===== config.mk =====
export PLATFORM = sky130hd
export DESIGN_NAME = histogram_seq_ctrl
export DESIGN_NICKNAME = d
export VERILOG_FILES = /design/src/rtl/hist_pkg.sv /design/src/rtl/hist_sat_inc.sv /design/src/rtl/histogram_seq_ctrl.sv
export SDC_FILE = /design/constraint.sdc
export NUM_CORES = 1
export LEC_CHECK = 0
export CORE_UTILIZATION = 55
export CTS_CLUSTER_SIZE = 8
export DETAILED_ROUTE_END_ITERATION = 10
export PLACE_DENSITY = 0.88
export SLEW_MARGIN = 20
export SYNTH_ARGS = -nofsm -noshare
export SYNTH_HDL_FRONTEND = slang
export SYNTH_HIERARCHICAL = 1
export SYNTH_SLANG_ARGS = --single-unit

===== constraint.sdc =====
create_clock -name clk_i -period 6.23 [get_ports clk_i]
set_input_delay 1.246 -clock clk_i [delete_from_list [all_inputs] [get_ports clk_i]]
set_output_delay 1.246 -clock clk_i [all_outputs]
set_load 0.03 [all_outputs]

===== src/rtl/hist_pkg.sv =====
// hist_pkg: shared types and constants for the histogram sequencer.
//   state_e     - sequencer state encoding
//   BINS        - number of histogram bins (2**PIX_W)
//   PIX_W/CNT_W - default pixel and bin-counter widths
//   CNT_MAX     - saturated bin count
//   OUT_*       - field positions inside the {bin, count} output word
package hist_pkg;

  localparam int PIX_W      = 8;
  localparam int CNT_W      = 24;
  localparam int BINS       = 2 ** PIX_W;
  localparam int PIXELS_DEF = 76800;

  localparam logic [CNT_W-1:0] CNT_MAX = '1;

  // out word = {bin index, count}; count occupies the low CNT_W bits
  localparam int OUT_CNT_LSB = 0;
  localparam int OUT_BIN_LSB = CNT_W;

  typedef enum logic [2:0] {
    IDLE,
    CLEAR,
    ACC_RD,
    ACC_WR,
    DMP_RD,
    DMP_CAP,
    DMP_OUT,
    DONE
  } state_e;

endpackage


===== src/rtl/hist_sat_inc.sv =====
// hist_sat_inc: combinational W-bit saturating adder.
//   a_i, b_i - operands
//   sum_o    - a_i + b_i, clamped to all-ones on overflow
// Used with b_i = 1 as the bin increment, and as the running-sum adder
// when HIST_CDF_EN is defined.
module hist_sat_inc
  import hist_pkg::*;
#(
  parameter int W = CNT_W
) (
  input  logic [W-1:0] a_i,
  input  logic [W-1:0] b_i,
  output logic [W-1:0] sum_o
);

  logic [W:0] full;

  assign full  = {1'b0, a_i} + {1'b0, b_i};
  assign sum_o = full[W] ? {W{1'b1}} : full[W-1:0];

endmodule


===== src/rtl/histogram_seq_ctrl.sv =====
// histogram_seq_ctrl: CLEAR -> ACCUMULATE -> DUMP sequencer for a 2**PIX_W bin
// histogram held in an external single-port RAM with 1-cycle read latency.
// Ports:
//   clk_i, rst_i                 clock, synchronous active-high reset
//   start_i                      frame start, honoured only in IDLE/DONE
//   pix_valid_i/pix_data_i/pix_ready_o   pixel stream in
//   ram_addr_o/ram_we_o/ram_wdata_o/ram_rdata_i   bin RAM port
//   out_valid_o/out_data_o/out_ready_i   {bin, count} stream out
//   busy_o, done_o               status
// Build option: HIST_CDF_EN - dump emits cumulative (saturating) counts.
//
// state   | meaning
// IDLE    | waiting for start after reset
// CLEAR   | writing zero to bin k, one bin per cycle
// ACC_RD  | pixel ready, bin RAM read issued at the pixel value
// ACC_WR  | saturating increment written back to the latched pixel's bin
// DMP_RD  | bin RAM read issued at bin k
// DMP_CAP | read data captured into the output word
// DMP_OUT | output word held until accepted
// DONE    | histogram complete; RAM holds the result
module histogram_seq_ctrl #(
  parameter int PIXELS = hist_pkg::PIXELS_DEF,
  parameter int PIX_W  = hist_pkg::PIX_W,
  parameter int CNT_W  = hist_pkg::CNT_W
) (
  input  logic                   clk_i,
  input  logic                   rst_i,
  input  logic                   start_i,
  input  logic                   pix_valid_i,
  input  logic [PIX_W-1:0]       pix_data_i,
  output logic                   pix_ready_o,
  output logic [PIX_W-1:0]       ram_addr_o,
  output logic                   ram_we_o,
  output logic [CNT_W-1:0]       ram_wdata_o,
  input  logic [CNT_W-1:0]       ram_rdata_i,
  output logic                   out_valid_o,
  output logic [PIX_W+CNT_W-1:0] out_data_o,
  input  logic                   out_ready_i,
  output logic                   busy_o,
  output logic                   done_o
);
  import hist_pkg::*;

  localparam int PC_W = $clog2(PIXELS + 1);
  localparam logic [PIX_W-1:0] K_LAST = '1;

  state_e                   state_q;
  logic [PIX_W-1:0]         k_q;
  logic [PIX_W-1:0]         pix_q;
  logic [PC_W-1:0]          pix_cnt_q;
  logic                     out_valid_q;
  logic [PIX_W+CNT_W-1:0]   out_data_q;
  logic                     done_q;

  logic [CNT_W-1:0]         inc_cnt_d;
  logic [CNT_W-1:0]         cap_cnt_d;

  hist_sat_inc #(.W(CNT_W)) u_inc (
    .a_i   (ram_rdata_i),
    .b_i   (CNT_W'(1)),
    .sum_o (inc_cnt_d)
  );

`ifdef HIST_CDF_EN
  logic [CNT_W-1:0] sum_q;
  logic [CNT_W-1:0] sum_base;

  // running sum restarts at bin 0 so each dump is self-contained
  assign sum_base = (k_q == '0) ? '0 : sum_q;

  hist_sat_inc #(.W(CNT_W)) u_cdf_add (
    .a_i   (sum_base),
    .b_i   (ram_rdata_i),
    .sum_o (cap_cnt_d)
  );
`else
  assign cap_cnt_d = ram_rdata_i;
`endif

  always_ff @(posedge clk_i) begin
    if (rst_i) begin
      state_q     <= IDLE;
      k_q         <= '0;
      pix_q       <= '0;
      pix_cnt_q   <= '0;
      out_valid_q <= 1'b0;
      out_data_q  <= '0;
      done_q      <= 1'b0;
`ifdef HIST_CDF_EN
      sum_q       <= '0;
`endif
    end else begin
      case (state_q)
        IDLE, DONE: begin
          if (start_i) begin
            state_q <= CLEAR;
            k_q     <= '0;
            done_q  <= 1'b0;
          end
        end
        CLEAR: begin
          // k wraps back to 0 after the last bin, ready for the dump later
          k_q <= k_q + 1'b1;
          if (k_q == K_LAST) begin
            state_q   <= ACC_RD;
            pix_cnt_q <= '0;
          end
        end
        ACC_RD: begin
          if (pix_valid_i) begin
            pix_q   <= pix_data_i;
            state_q <= ACC_WR;
          end
        end
        ACC_WR: begin
          pix_cnt_q <= pix_cnt_q + 1'b1;
          if (pix_cnt_q == PC_W'(PIXELS - 1)) begin
            state_q <= DMP_RD;
            k_q     <= '0;
          end else begin
            state_q <= ACC_RD;
          end
        end
        DMP_RD: begin
          state_q <= DMP_CAP;
        end
        DMP_CAP: begin
          out_data_q  <= {k_q, cap_cnt_d};
          out_valid_q <= 1'b1;
          state_q     <= DMP_OUT;
`ifdef HIST_CDF_EN
          sum_q       <= cap_cnt_d;
`endif
        end
        DMP_OUT: begin
          if (out_ready_i) begin
            out_valid_q <= 1'b0;
            if (k_q == K_LAST) begin
              state_q <= DONE;
              done_q  <= 1'b1;
            end else begin
              k_q     <= k_q + 1'b1;
              state_q <= DMP_RD;
            end
          end
        end
        default: state_q <= IDLE;
      endcase
    end
  end

  // RAM port is decoded from state: the accumulate read address must follow
  // the incoming pixel in the same cycle to meet the 1-cycle read latency.
  always_comb begin
    ram_addr_o  = '0;
    ram_we_o    = 1'b0;
    ram_wdata_o = '0;
    case (state_q)
      CLEAR: begin
        ram_addr_o = k_q;
        ram_we_o   = 1'b1;
      end
      ACC_RD:  ram_addr_o = pix_data_i;
      ACC_WR: begin
        ram_addr_o  = pix_q;
        ram_we_o    = 1'b1;
        ram_wdata_o = inc_cnt_d;
      end
      DMP_RD, DMP_CAP: ram_addr_o = k_q;
      default: ;
    endcase
  end

  assign pix_ready_o = (state_q == ACC_RD);
  assign busy_o      = (state_q != IDLE) && (state_q != DONE);
  assign done_o      = done_q;
  assign out_valid_o = out_valid_q;
  assign out_data_o  = out_data_q;

endmodule


==> summary.txt, run 1 <==
Initial antenna violation count - 0
Setup TNS - 0 ns
Final ANT Viol Nets - 0
Crit path max-delay cell type - clkdlybuf4s50_1
Largest net degree at the start of global routing - 69
Ys flop type - dfxtp_1
GPL Wtd Cong - 0.982
CTS buffer count - 9
Required time of the critical path - 4.98 ns
Post-synthesis sequential area ratio - 27.9%
WS Path Type - in -> out
# H-tree levels - 3
Core Util, Final - 72.1%
Row count - 34
Post-CTS sizing - 0
Tot Pwr - 1.19 mW
Diode count - 0
Vias - 5156
Post-DP HPWL - 9760 um
Fin nets - 820
Critical Path End Type - output pin
Setup Fix Bufs, Post-CTS - 0
Pwr/cell area - 188 mW/mm2
Fin crit period - 5.77 ns
Initial cell density of the core - 57.3%
Tightest Hold Check Type - reg -> reg
Post-synth EDFFs - 0
Layout cells sized above 1 - 7.49%
Fin crit share - 92.6%
WL/cell - 15.5 um
Overall routing resource usage - 28.5%
Netlist cell types - 77
Worst VDD drop - 0.000102 V
Pleak - 2.37 nW
Crit path cell chain - clkdlybuf4s50_1, ha_1, fa_1, nand3_1, a21oi_1, o32ai_2, o21ai_2, o21ai_2, buf_4, o21ai_1, and2_1, clkdlybuf4s50_1
# IOs - 106
Count of final hold-check violations - 0
Slew @ Worst Pin - 0.760 ns
CTS Root Cell - clkbuf_8
Vias/cell - 5.93
First DRT Iteration DRCs - 187
Die Y - 97.5 um
Setup violations, final - 0
Ys Warns - 6
CP peak stage delay - 0.58 ns
Setup Skew - 0.0164 ns
Fill count - 732
CTS max path bufs - 2
Clk sink count - 70
RSZ-0062 raised after global routing - false
Clock-pin slew on the worst setup and hold paths - 0.07 ns
Hold buffer count at cts - 0
Slew margin rel. - 49.3%
Global-route wire length before repair - 22700 um
DRC - 0
Dpl ws - 0.472 ns
Critical Path Fanout Max - 17
Routed WL - 13400 um
IO buf count - 105
Status - finished clean
Area growth, synth to finish - 25.8%
TritonCTS clock tree - yes
#FFs+latches synth - 70
Startpoint types - primary input
Core area - 0.00876 mm2
Max-cap violation count - 0
Post-Syn Area - 0.00502 mm2
Slew Viols, Final - 0
Vias in the first global route - 4865
Worst setup margin - 0.460 ns
Cells after Synth - 654
Die area - 0.00951 mm2
CP arrival - 4.52 ns
DRT Pass-1 Iters - 4
Clk_lat worst skew - 0.36 ns
Mean Syn Cell Area - 7.68 um2
Fmax - 0.173 GHz
CP top delay family - buffers and inverters
Die Wd - 97.5 um
GRT overflow - 0
CP Buf/Inv Count - 3
Ys async rst share - 0%
## cells in the final DEF (no fill, tap or decap), types with 9 or more instances in the layout
cell,instances
o21ai_0,26
mux2i_1,16
a21oi_1,67
nand4_1,17
a21o_1,16
clkdlybuf4s50_1,104
o21ai_1,14
ha_1,26
nand2_1,125
conb_1,25
and2_1,29
nand2b_1,9
nor2_1,41
clkbuf_8,9
and3_1,10
dfxtp_1,70
nand3_1,15
## worst min-delay path, cell delays in order, from the launching register on
cell and delay, ns:
dfxtp_1 0.31, nand2_1 0.05, a21oi_1 0.05
## worst paths after layout
kind              slack, ns  cells after the start              end            from
setup / recovery       0.46                     12  ram_wdata_o[13]  ram_rdata_i[0]
hold / removal         0.46                      2   out_data_o[22]  out_data_o[22]
setup reg to reg       3.83                      5    pix_cnt_q[16]      state_q[1]
hold reg to reg        0.46                      2   out_data_o[22]  out_data_o[22]
## per-layer routing
metal	part of all wire, %	up-vias	global-route usage [%]
met5	0	-	0
met4	2.1	0	10.1
met3	6.7	27	4.53
met2	48	208	49.2
met1	43	2378	35.9
li1	-	2543	-
## synthesized netlist by cell type (7+ instances only)
library cell  count  area share, %
nand2_1         126            9.4
dfxtp_1          70             28
a21oi_1          67            6.7
nor2_1           41            3.1
and2_1           30            3.7
ha_1             26            6.5
o21ai_0          26            2.6
clkbuf_1         22            1.6
nand4_1          17            2.1
a21o_1           16            2.4
mux2i_1          16            3.2
nand3_1          15            1.5
o21ai_1          14            1.4
and3_1           10            1.2
buf_2            10            1.0
nand2b_1          9            1.1
a31oi_1           7           0.87
nor3_1            7           0.70
xnor2_1           7            1.2
## through the flow
step / instances / cell area [um2] / hold slack, ns
floorplan: 677 / 5110 / 0.440
global placement: 853 / 6110 / 0.443
detailed placement: 853 / 6110 / 0.448
CTS: 869 / 6310 / 0.460
global route: 869 / 6310 / 0.478
finish: 869 / 6310 / 0.459
## state kept, by name, summed over array words and instances, names as in the netlist
signal / count
out_valid_o: 1
pix_q: 8
k_q: 8
done_o: 1
pix_cnt_q: 17
state_q: 3
out_data_o: 32
## report_power, final
group | switching, mW | internal (mW) | leakage, nW | total [mW]
logic | 0.198 | 0.139 | 1.71 | 0.336
registers | 0.00860 | 0.452 | 0.564 | 0.460
clock network | 0.200 | 0.190 | 0.0968 | 0.389
total | 0.406 | 0.780 | 2.37 | 1.19
## cell families after synthesis
group                      count (synthesis)  share of synthesized area [%]
and+or+nand+nor                          280                           27.3
AOI/OAI and AO/OA                        197                           26.7
DFF                                       70                           27.9
buffers and inverters                     44                           4.36
adders and majority gates                 27                           6.88
muxes                                     21                           4.46
xor gates and xnor gates                  13                           2.27
other                                      2                          0.150
## final cells by class
type                       instances  area [um2]  share of cell area (%)
inverter                           4        15.0                   0.238
timing repair buffer             108        1070                    16.9
tap                              108         135                    2.14
multi-input combinational        563        3490                    55.3
clock inverter                     7        80.1                    1.27
clock buffer                       9         124                    1.96
sequential                        70        1400                    22.2
No activity file was read; power rests on OpenSTA's default activity.
==> run 2, diff against run 1 <==
--- a/config.mk
+++ b/config.mk
@@ -7,6 +7,6 @@
 export LEC_CHECK = 0
-export CORE_UTILIZATION = 55
+export CORE_UTILIZATION = 30
 export CTS_CLUSTER_SIZE = 8
 export DETAILED_ROUTE_END_ITERATION = 10
-export PLACE_DENSITY = 0.88
+export PLACE_DENSITY = 0.55
 export SLEW_MARGIN = 20
==> constraint.sdc (replaced) <==
create_clock -name clk_i -period 6.23 [get_ports clk_i]
set_input_delay 1.5575 -clock clk_i [delete_from_list [all_inputs] [get_ports clk_i]]
set_output_delay 1.5575 -clock clk_i [all_outputs]
set_load 0.03 [all_outputs]
==> run 2 against run 1 <==
  * Register-to-register slack gained 0.13 ns
  * Non-clock buffer count grew 9
  * Global-route usage fell by 11 points
  * Worst setup slack worse by 0.18 ns
  * Via count decreased by 0.85%
  * Maximum frequency shrank 3.0%
  * Total power increased by 9.7%
  * Core utilization is 31 points lower
  * Critical path depth rose by 1
  * Count of clock-buffer cells in the layout unchanged
  * Hold slack got worse by 0.0077 ns
  * Sequential cell count stayed put
  * Critical path type unchanged
==> summary.txt, run 2 (synthesis results as in run 1) <==
Status - finished clean
Hold path depth - 2
IO buf count - 105
Crit path max-delay cell type - clkdlybuf4s50_1
CP Depth - 13
Crit path cell chain - clkdlybuf4s50_1, ha_1, fa_1, nand3_1, a21oi_1, o32ai_2, o21ai_2, o21ai_2, buf_12, buf_4, o31ai_1, and2_1, buf_4
Count of final hold-check violations - 0
Fmax - 0.168 GHz
Diode count - 0
TritonCTS clock tree - yes
Critical Path Fanout Max - 12
Layout cells sized above 1 - 10.0%
Post-DP HPWL - 11000 um
GRT overflow - 0
Core area - 0.0161 mm2
Die area - 0.0173 mm2
RSZ-0062 raised after global routing - false
Setup violations, final - 0
Overall routing resource usage - 17.4%
CTS max path bufs - 2
WS Path Type - in -> out
Slew Viols, Final - 0
Met3 WL post-DR - 720 um
Most frequent cells in the layout - 126 x nand2_1, 80 x clkdlybuf4s50_1, 70 x dfxtp_1, 67 x a21oi_1, 41 x nor2_1
# IOs - 106
Clock-pin slew on the worst setup and hold paths - 0.06 ns
CP peak stage delay - 0.48 ns
Clk sink count - 70
Setup TNS - 0 ns
Metal-1 WL - 6960 um
Die Y - 131 um
Setup Skew - 0.00767 ns
Tightest Hold Check Type - reg -> reg
Core Util, Final - 40.9%
Clk_lat worst skew - 0.34 ns
Reg2reg path depth - 6
Pwr/cell area - 197 mW/mm2
Worst VDD drop - 0.000142 V
Critical Path End Type - output pin
Largest net degree at the start of global routing - 38
Global-route wire length before repair - 24300 um
Largest register FFs - 32
Setup Fix Bufs, Post-CTS - 0
CTS Root Cell - clkbuf_16
GPL Wtd Cong - 0.889
Met2 Routed Length - 7000 um
Initial antenna violation count - 0
Final ANT Viol Nets - 0
Routed WL - 14900 um
Slew margin rel. - 49.5%
Startpoint types - primary input
Initial cell density of the core - 31.1%
Area growth, synth to finish - 31.4%
CTS buffer count - 9
CP arrival - 4.39 ns
DRT Pass-1 Iters - 5
CP Buf/Inv Count - 4
Slew @ Worst Pin - 0.757 ns
Row count - 46
DRC - 0
Vias in the first global route - 4858
CP top delay family - buffers and inverters
Vias - 5112
Reg2reg setup slack - 3.96 ns
# H-tree levels - 3
Fin crit period - 5.95 ns
Top layer used by detailed routing - met4
Fin nets - 829
Commonest non-fill, non-tap cell in the layout - nand2_1
WL/cell - 15.1 um
Fin crit share - 95.5%
Vias/cell - 5.18
First DRT Iteration DRCs - 345
Max-cap violation count - 0
Die Wd - 131 um
Required time of the critical path - 4.67 ns
Pleak - 2.67 nW
-- run 2: final timing paths --
path,end,start
setup / recovery,ram_wdata_o[17],ram_rdata_i[0]
hold / removal,out_data_o[7],out_data_o[7]
setup reg to reg,pix_cnt_q[16],state_q[1]
hold reg to reg,out_data_o[7],out_data_o[7]
-- run 2: tightest hold or removal path, stage by stage (launching register included) --
cell and delay (ns):
dfxtp_1 0.31, nand2_1 0.05, a21oi_1 0.05
-- run 2: per-stage QoR --
stage	total power, mW	std cells	cell area [um2]	hold WS (ns)	setup slack (ns)
after floorplan	0.708	677	5110	0.440	1.16
final	1.30	986	6600	0.451	0.279
after detailed placement	0.803	970	6290	0.446	0.0735
after global routing	1.37	986	6600	0.476	0.105
after CTS	1.31	986	6570	0.455	0.0529
after global placement	0.804	970	6290	0.444	0.0673
-- run 2: layer usage --
metal | global-route usage, % | vias to the layer above
met5 | 0 | -
met4 | 6.59 | 0
met3 | 2.66 | 23
met2 | 29.5 | 156
met1 | 22.0 | 2366
li1 | - | 2567
-- run 2: area by class of cell --
class                   count  area [um2]
clock inverters             7        58.8
fillers                  1675        9520
multi-input cells         563        3490
flip-flops and latches     70        1400
clock buffers               9         225
well taps                 216         270
repair buffers            117        1140
inverters                   4        15.0
-- run 2: report_power, final --
group / total (mW) / internal [mW] / switching (mW)
Clock: 0.496 / 0.274 / 0.221
Sequential: 0.461 / 0.452 / 0.00842
Combinational: 0.345 / 0.145 / 0.200
-- run 2: what timing repair did --
item | in CTS | in global routing
hold buffers | 0 | 0
endpoints found under the hold margin | 0 | 0
gates resized for setup | 0 | 10
setup endpoints to repair | 0 | 10
